`src/rtl/sudoku_pkg.sv`:
```
// sudoku_pkg: shared colours, geometry and pixel classes for the sudoku renderer.
package sudoku_pkg;
  localparam int CELL_PX = 48;
  localparam int GRID_PX = 432;
  localparam int GLYPH_SCALE = 4;
  localparam int GLYPH_OFF = 8;
  localparam logic [11:0] C_BLACK = 12'h000;
  localparam logic [11:0] C_BG = 12'h222;
  localparam logic [11:0] C_THICK = 12'h000;
  localparam logic [11:0] C_THIN = 12'h888;
  localparam logic [11:0] C_GIVEN = 12'h000;
  localparam logic [11:0] C_USER = 12'h00F;
  localparam logic [11:0] C_CURSOR = 12'hFE8;
  localparam logic [11:0] C_CELL = 12'hFFF;
  typedef enum logic [2:0] {BG, THICK, THIN, GLYPH, CURSOR, CELL} pix_cls_t;
  function automatic logic [11:0] cls_rgb(input pix_cls_t c, input logic given);
    return c == BG ? C_BG : c == THIN ? C_THIN : c == GLYPH ? (given ? C_GIVEN : C_USER) :
           c == CURSOR ? C_CURSOR : c == CELL ? C_CELL : C_THICK;
  endfunction
endpackage

```
`src/rtl/sudoku_digit_rom.sv`:
```
// digit_rom: combinational 8x8 font for digits 1-9; other codes are blank.
module digit_rom (
  input  logic [3:0] digit,
  input  logic [2:0] row,
  output logic [7:0] bits
);
  localparam logic [63:0] FONT [16] = '{
    64'h0,
    64'h1838181818187E00, 64'h3C66060C30607E00, 64'h3C66061C06663C00,
    64'h0C1C3C6C7E0C0C00, 64'h7E607C0606663C00, 64'h3C607C6666663C00,
    64'h7E060C1830303000, 64'h3C66663C66663C00, 64'h3C66663E060C3800,
    64'h0, 64'h0, 64'h0, 64'h0, 64'h0, 64'h0
  };
  logic [63:0] w_font;
  assign w_font = FONT[digit];
  // glyph row 0 sits in the most significant byte
  assign bits = w_font[{~row, 3'b000} +: 8];
endmodule

```
`src/rtl/sudoku_renderer.sv`:
```
// sudoku_renderer: two-stage pixel pipeline drawing a 9x9 sudoku board with grid, digits and a blinking cursor.
module sudoku_renderer
  import sudoku_pkg::*;
#(
  parameter int GRID_X0 = 104,
  parameter int GRID_Y0 = 24
) (
  input  logic         clk25,
  input  logic         reset,
  input  logic         hsync_in,
  input  logic         vsync_in,
  input  logic         video_on_in,
  input  logic [9:0]   x,
  input  logic [9:0]   y,
  input  logic [323:0] board,
  input  logic [80:0]  given_mask,
  input  logic [3:0]   cursor_row,
  input  logic [3:0]   cursor_col,
  output logic         hsync,
  output logic         vsync,
  output logic [11:0]  rgb
);
  localparam logic [9:0] X_TRIG = 10'(GRID_X0 - 1);
  localparam logic [9:0] Y_TRIG = 10'(GRID_Y0 - 1);
  localparam logic [9:0] X_E0 = 10'(GRID_X0 + GRID_PX);
  localparam logic [9:0] X_E1 = 10'(GRID_X0 + GRID_PX + 1);
  localparam logic [9:0] Y_E0 = 10'(GRID_Y0 + GRID_PX);
  localparam logic [9:0] Y_E1 = 10'(GRID_Y0 + GRID_PX + 1);
  localparam logic [5:0] OFF_LAST = 6'(CELL_PX - 1);
  localparam logic [5:0] G_LO = 6'(GLYPH_OFF);
  localparam logic [5:0] G_HI = 6'(GLYPH_OFF + 8 * GLYPH_SCALE);
  logic [3:0] r_col, r_row;
  logic [5:0] r_col_off, r_row_off;
  logic [4:0] r_frame;
  logic r_vs_prev, r_v1, r_hs1, r_vs1, r_von1, r_given1, r_hs2, r_vs2;
  pix_cls_t r_cls, w_cls;
  logic [11:0] r_rgb;
  logic w_vs_fall, w_in_x, w_in_y, w_edge, w_out, w_thick, w_thin, w_gin, w_lit, w_cur;
  logic [6:0] w_idx;
  logic [3:0] w_digit;
  logic [2:0] w_grow, w_gcol;
  logic [7:0] w_bits;
  assign w_vs_fall = r_vs_prev & ~vsync_in;
  always_ff @(posedge clk25 or posedge reset) begin
    if (reset) begin
      r_col <= 4'd9;
      r_row <= 4'd9;
      r_col_off <= '0;
      r_row_off <= '0;
      r_frame <= '0;
      r_vs_prev <= 1'b0;
    end else begin
      r_vs_prev <= vsync_in;
      if (w_vs_fall) r_frame <= r_frame + 5'd1;
      if (video_on_in && x == X_TRIG) begin
        r_col <= '0;
        r_col_off <= '0;
      end else if (r_col < 4'd9) begin
        r_col_off <= (r_col_off == OFF_LAST) ? 6'd0 : r_col_off + 6'd1;
        if (r_col_off == OFF_LAST) r_col <= r_col + 4'd1;
      end
      if (w_vs_fall) r_row <= 4'd9;
      else if (video_on_in && x == 10'd639) begin
        if (y == Y_TRIG) begin
          r_row <= '0;
          r_row_off <= '0;
        end else if (r_row < 4'd9) begin
          r_row_off <= (r_row_off == OFF_LAST) ? 6'd0 : r_row_off + 6'd1;
          if (r_row_off == OFF_LAST) r_row <= r_row + 4'd1;
        end
      end
    end
  end
  // cell index from trackers: row*9 + col built from a shift and adds
  assign w_idx = {r_row, 3'b000} + {3'b000, r_row} + {3'b000, r_col};
  assign w_digit = board[{w_idx, 2'b00} +: 4];
  assign w_grow = 3'((r_row_off - G_LO) >> 2);
  assign w_gcol = 3'((r_col_off - G_LO) >> 2);
  digit_rom u_rom (.digit(w_digit), .row(w_grow), .bits(w_bits));
  assign w_in_x = x >= 10'(GRID_X0) && x <= X_E1;
  assign w_in_y = y >= 10'(GRID_Y0) && y <= Y_E1;
  assign w_edge = ((x == X_E0 || x == X_E1) && w_in_y) || ((y == Y_E0 || y == Y_E1) && w_in_x);
  assign w_out = r_col == 4'd9 || r_row == 4'd9;
  assign w_thick = w_edge || ((r_col == 4'd0 || r_col == 4'd3 || r_col == 4'd6) && r_col_off < 6'd2) ||
                   ((r_row == 4'd0 || r_row == 4'd3 || r_row == 4'd6) && r_row_off < 6'd2);
  assign w_thin = r_col_off == 6'd0 || r_row_off == 6'd0;
  assign w_gin = r_col_off >= G_LO && r_col_off < G_HI && r_row_off >= G_LO && r_row_off < G_HI;
  assign w_lit = w_gin && w_bits[~w_gcol];
  assign w_cur = cursor_row < 4'd9 && cursor_col < 4'd9 && r_row == cursor_row && r_col == cursor_col && !r_frame[4];
  always_comb begin
    w_cls = (w_out && !w_edge) ? BG : w_thick ? THICK : w_thin ? THIN : w_lit ? GLYPH : w_cur ? CURSOR : CELL;
  end
  always_ff @(posedge clk25 or posedge reset) begin
    if (reset) begin
      r_v1 <= 1'b0;
      r_hs1 <= 1'b1;
      r_vs1 <= 1'b1;
      r_von1 <= 1'b0;
      r_given1 <= 1'b0;
      r_cls <= BG;
      r_hs2 <= 1'b1;
      r_vs2 <= 1'b1;
      r_rgb <= C_BLACK;
    end else begin
      r_v1 <= 1'b1;
      r_hs1 <= hsync_in;
      r_vs1 <= vsync_in;
      r_von1 <= video_on_in;
      r_given1 <= given_mask[w_idx];
      r_cls <= w_cls;
      r_hs2 <= r_hs1;
      r_vs2 <= r_vs1;
      r_rgb <= (r_v1 && r_von1) ? cls_rgb(r_cls, r_given1) : C_BLACK;
    end
  end
  assign hsync = r_hs2;
  assign vsync = r_vs2;
  assign rgb = r_rgb;
endmodule

```
`config.mk`:
```
export PLATFORM = sky130hd
export DESIGN_NAME = sudoku_renderer
export DESIGN_NICKNAME = d
export VERILOG_FILES = /design/src/rtl/sudoku_pkg.sv /design/src/rtl/sudoku_digit_rom.sv /design/src/rtl/sudoku_renderer.sv
export SDC_FILE = /design/constraint.sdc
export NUM_CORES = 1
export LEC_CHECK = 0
export ABC_CLOCK_PERIOD_IN_PS = 12230
export BUFFER_PORTS_ARGS = -buffer_cell sky130_fd_sc_hd__buf_2
export CAP_MARGIN = 25
export CORE_AREA = 3 3 174 176
export CTS_CLUSTER_DIAMETER = 100
export DETAILED_ROUTE_END_ITERATION = 10
export DIE_AREA = 0 0 177 179
export MAX_ROUTING_LAYER = met4
export SLEW_MARGIN = 20
export SYNTH_ARGS = -nofsm -noshare
export SYNTH_HDL_FRONTEND = slang
export SYNTH_SLANG_ARGS = --single-unit
```
`constraint.sdc`:
```
create_clock -name clk25 -period 12.23 [get_ports clk25]
set_input_delay 2.446 -clock clk25 [delete_from_list [all_inputs] [get_ports clk25]]
set_output_delay 2.446 -clock clk25 [all_outputs]
set_load 0.005 [all_outputs]
```
Word level (Yosys, flattened, before mapping)
Memories as Yosys holds them, arrays and structs flattened. Cells that the tools add are included.

Bits in read-only memories: 1024. Memories: 1. Input port bits: 438. Logic and storage cells: 148. Register bits: 48.

Shifts and indexed selects: 2. Bitwise logic cells: 6. Equality and inequality tests: 21. Magnitude comparators: 17. Muxes and demuxes: 32. $add $sub $neg: 9. Reductions and logical operators: 45.

Memory list: (no name shown) (depth 16, bits a word 64, read ports 1, clocked after Yosys merged registers in 0, wr ports 0, line sudoku_digit_rom.sv:15) `assign w_font = FONT[digit];`.

Operators by type and width (number): 324-bit by 10-bit indexed part select with 4-bit output (1); 64-bit 2-to-1 mux (2); 12-bit 2-to-1 mux (6); 64-bit by 7-bit indexed part select with 8-bit output (1); 4-bit 2-to-1 mux (9); 6-bit 2-to-1 mux (6); 10-bit equality test, second input constant (3); 10-bit by 9-bit equality test with 1-bit output, second input constant (2); 1-bit logical AND (18); 4-bit < comparator, second input constant (4); 7-bit by 4-bit adder with 7-bit output (2); 6-bit by 1-bit adder with 6-bit output, second input constant (2); 6-bit equality test, second input constant (2); 6-bit by 4-bit greater-or-equal comparator with 1-bit output, second input constant (2); 6-bit zero test (2); 6-bit by 2-bit < comparator with 1-bit output, second input constant (2); 6-bit < comparator, second input constant (2); 3-bit 2-to-1 mux (4); 1-bit logical OR (11); 10-bit by 5-bit equality test with 1-bit output, second input constant (1); 10-bit by 7-bit equality test with 1-bit output, second input constant (1); 10-bit by 5-bit greater-or-equal comparator with 1-bit output, second input constant (1); 10-bit by 7-bit greater-or-equal comparator with 1-bit output, second input constant (1); 10-bit <= comparator, second input constant (1); 27 further kinds (46).

Depth between registers and ports, before layout
Word-level depth: 15. Mapped depth: 24.

By module
A second synthesis with hierarchy kept.

Cells, all modules: 675. Area total of the unflattened synthesis: 6959.2 sq um.

By module, submodules not included: sudoku_renderer (area an instance 6120.9 sq um, cells each 561, instances 1); digit_rom (area an instance 838.3 sq um, cells each 114, instances 1).

Worst setup path before layout
No wires, ideal clock.

Path kind: input-to-reg. Start: in board[141]. End: reg r_cls[2]. Required time: 12.110 ns. Arrival: 5.917 ns. Setup slack: 6.193 ns. Library setup time: 0.120 ns. Stages: 16. Path through: mux4_2 > mux2_2 > mux4_2 > a221o_1 > inv_2 > ha_1 > clkbuf_1 > nor2_1 > a21oi_1 > o21ai_0 > o31ai_1 > o221ai_1 > a221oi_2 > a221oi_2 > a31o_1 > and4_1.

Longest elaborated chain between the ends: 13.

RTL lines: from (decl) (line sudoku_renderer.sv:15) `input logic [323:0] board,`; 324-bit by 10-bit indexed part select with 4-bit output (line sudoku_renderer.sv:76) `assign w_digit = board[{w_idx, 2'b00} +: 4];`; 4-bit NOT with 5-bit output (implied by the code) (line sudoku_digit_rom.sv:15); memory 16 x 64 bit; 64-bit 2-to-1 mux (implied by the code) (2 in series) (line sudoku_digit_rom.sv:15); 64-bit by 7-bit indexed part select with 8-bit output (line sudoku_digit_rom.sv:17) `assign bits = w_font[{~row, 3'b000} +: 8];`; 1-bit binary-select mux with 3-bit select (line sudoku_renderer.sv:88) `assign w_lit = w_gin && w_bits[~w_gcol];`; 1-bit 2-to-1 mux (implied by the code) (line sudoku_renderer.sv:88); 1-bit logical AND (line sudoku_renderer.sv:88); 3-bit 2-to-1 mux (4 in series) (line sudoku_renderer.sv:91) `w_cls = (w_out && !w_edge) ? BG : w_thick ? THICK : w_thin ? THIN : w_lit ? GLYPH : w_cur ? CURSOR : CELL;`; named net w_cls[2] (line sudoku_renderer.sv:36) `pix_cls_t r_cls, w_cls;`; to (signal assigned) (line sudoku_renderer.sv:110) `r_cls <= w_cls;`; to (decl) (line sudoku_renderer.sv:36).

The timed path passes the listed nets, and every way through them passes these cells. The select of a mux whose other input is x is not followed. A chain may end at the register's enable or synchronous reset.

Worst setup path after layout
Start: in board[189]. End: reg r_cls[2].

The elaborated chain is that of the path after synthesis.

==> implementation parameters <==
Parameter                              Value

Timing
  Peak clock frequency supported by timing ... 162 MHz
  Worst-margin pin slew ... 860 ps
  Worst Skew ... 6.33 ps
  Unrepaired setup endpoints after global routing ... false
  Setup-failing EPs final ... 0
  Final Max Slew Viols ... 0
  Remaining max-slew budget at the tightest pin ... 42.7%
  WHS ... about 360 ps
  Share of the cycle needed by the critical path after routing ... 50.4%
  Endpoints failing hold ... 0
  Final total negative setup slack ... 0 ps
  Minimum clock period ... 6170 ps
  Setup ws final ... 6060 ps

Critical path
  Worst setup startpoint ... board[189]
  Critical path's largest stage delay ... 500 ps
  Classification of the worst setup path ... input port to register
  WP data required ... 12410 ps
  Family with the most delay on the worst path ... compound AO/OA/AOI/OAI gates
  Arrival time at the worst endpoint ... ~6400 ps
  WP buf/inv ... 2
  Largest fanout on the critical path ... 9
  Startpoint type of the worst setup path ... input port
  Worst path slowest cell ... sky130_fd_sc_hd__mux4_2
  Element type at the critical path end ... register
  Ordered list of cells on the worst path ... buf_2, mux4_2, mux2_2, mux4_2, a221o_1, inv_2, ha_1, nor2_1, a21oi_1, o21ai_0, o31ai_1, o221ai_1, a221oi_2, a221oi_2, a31o_1, and4_1
  Beginning of the worst register-to-register path ... r_row[2]$_DFFE_PP0P_

Clock tree
  Post-CTS repair timing setup buffer count ... 0
  Hold buffer count at CTS ... 0
  # clock sinks ... 43
  Post-cts gate resize count ... 0
  Master cell of the clock root buffer ... sky130_fd_sc_hd__clkbuf_16
  TritonCTS clock tree ... done
  Clk Latency, worst-skew pair ... 290 ps
  Reg clk slew, reported paths ... 70 ps
  Cts bufs inserted ... 5
  Worst-case clock buffer depth ... 2
  H-tree Lvls ... 2

Pwr
  Total power density per cell area ... roughly 110 nW/um2
  Leakage power total ... between 4 and 5 nW
  Peak ir drop on the vdd network ... between 0.05 and 0.06 mV

Synthesis
  Distinct cells, synth ... 83
  Register area share after synthesis ... 15.0%
  Number of enable flip-flop cells after synthesis ... 0
  Post-synthesis net count ... 1188
  Register bit total from synthesis ... 43
  Primary flip-flop cell chosen by synthesis mapping ... sky130_fd_sc_hd__dfrtp_1
  Synthesized area ... 7240 um2
  Async set-or-reset flop fraction in the synthesized netlist ... 100%
  Yosys warnings ... 0
  Average footprint of a synthesized cell ... 10.1 um2
  Post-synthesis cell count ... about 720

Global routing
  Overall routing resource usage ... 19.1%
  Wire length of the first global-routing pass ... 45400 um
  Vias in the first global route ... 7791
  Maximum number of pins on one net before global-route repair ... a little under 60
  Number of antenna violations at the first check in global routing ... 8
  GRT Residual Overflow ... 0

Floorplan
  Height of the chip ... 179 um
  Number of top-level pins ... 452
  Initial cell density of the core ... between 20% and 30%
  Die Wd ... 177 um
  Row Count ... 62
  Full die area ... 31700 um2
  Standard cell core area ... 28800 um2

Final layout
  Fill cell instance count of the final layout ... 2984
  Nets ... around 1600
  Post-Route Utilization ... 34.6%
  Leading cell type in the layout, fill and taps excluded ... sky130_fd_sc_hd__buf_2
  Layout cells sized above 1 ... 55.4%
  Area of the multi-input gates ... 5760 um2
  Most frequent cells in the layout ... sky130_fd_sc_hd__buf_2, sky130_fd_sc_hd__mux4_2, sky130_fd_sc_hd__nand2_1, sky130_fd_sc_hd__nor2_1, sky130_fd_sc_hd__dfrtp_1
  Area added between synthesis and finish ... 37.8%
  Sequential cell area ... 1090 um2

Detailed routing
  DRC errors left ... 0
  Overall via count from detail_route ... approximately 7900
  Number of nets still failing antenna checks after routing ... 0
  DRT iter0 DRCs ... 452
  Average routed wire per standard cell ... 21.1 um
  Number of optimization iterations in the first detailed-route pass ... 5
  Total routed wirelength ... 32000 um
  Vias per cell ... 5.22

Job
  Max-cap check violation count ... 0

Worst hold path
  Worst Hold Launch ... r_hs1$_DFF_PP1_
  Type of the most critical hold path ... register to register

Place
  Placer Congestion ... between 0.9 and 1
  Worst setup timing slack at the placement stage ... 5810 ps
  HPWL Detailed ... around 27000 um
  Number of port buffers ... approximately 450

Outcome
  Outcome ... finished, final reports clean
worst paths after layout:
kind                            slack (ps)                    to  depth (start not counted)
worst max-delay path                  6060    r_cls[2]$_DFF_PP0_                         16
worst min-delay path                   360       hsync$_DFF_PP1_                          0
worst max register to register        6100    r_cls[2]$_DFF_PP0_                         16
worst min register to register         360       hsync$_DFF_PP1_                          0
max in group asynchronous             9560  r_row[0]$_DFFE_PP1P_                          3
min in group asynchronous             2280      rgb[2]$_DFF_PP0_                          3
synth_stat cells (all sizes together) (5+ instances only):
cell type  number  area (um2)
nand2b          6        37.5
nor3           19        95.1
o31ai           5        37.5
inv            32         120
nand3          27         140
nand2          67         254
mux2            7        78.8
nor2           55         209
and4            5        43.8
mux2i          16         160
xnor2          17         149
ha             32         400
nand4          15        93.8
a32oi           5        62.6
o21ai          33         165
dfrtp          35         876
o21a            5        37.5
buf            35         230
a211oi          9        85.1
nor2b           5        31.3
or3             5        31.3
nor4b           5        43.8
and3            8        50.1
clkbuf         24        90.1
a221oi          6        65.1
mux4          113        2540
a31oi           7        43.8
a21oi          23         119
nor4           12        81.3
and2            6        37.5
dfstp           8         210
per-stage QoR:
| stage | instances | area, um2 | total power (W) |
|---|---|---|---|
| floorplan | 716 | 7240 | 0.000745 |
| global placement | 1501 | 9780 | 0.000992 |
| detailed placement | 1501 | 9780 | 0.000995 |
| CTS | 1509 | 9930 | 0.00114 |
| global route | 1515 | 9970 | 0.00122 |
| finish | 1515 | 9970 | 0.00113 |
metal layers:
layer	GRT usage, %	part of all wire, %	vias to the layer above
li1	-	-	3676
met1	25.9	42	3828
met2	30.2	49	383
met3	4.11	8.8	18
met4	2.98	1.1	0
met5	-	0	-
flip-flops by register name, summed over array words and instances, names as in the netlist, 3 cells and up:
name / flops
rgb: 7
r_row_off: 6
r_col: 4
r_frame: 5
r_cls: 3
r_col_off: 6
r_row: 4
cell families after synthesis:
family	share of synthesized area, %
other	0.0518
DFF	15.0
adders and majority gates	6.09
muxes	38.5
AOI/OAI and AO/OA	14.6
and+or+nand+nor	16.9
xor gates and xnor gates	2.65
buffers and inverters	6.19
final cells by class:
class / instances / share of cell area (%)
Timing Repair Buffer: 461 / 23.6
Sequential cell: 43 / 10.9
Inverter: 34 / 1.28
Tap cell: 384 / 4.82
Antenna cell: 5 / 0.125
Clock inverter: 3 / 0.264
Clock buffer: 5 / 1.25
Multi-Input combinational cell: 580 / 57.8
report_power, final:
group | leakage [nW] | internal, W | switching (W)
registers | 0.516 | 0.000163 | 0.0000336
logic | 3.86 | 0.000384 | 0.000409
clock network | 0.0748 | 0.0000776 | 0.0000608
total | 4.45 | 0.000625 | 0.000503
(Power assumes the default switching activity.)
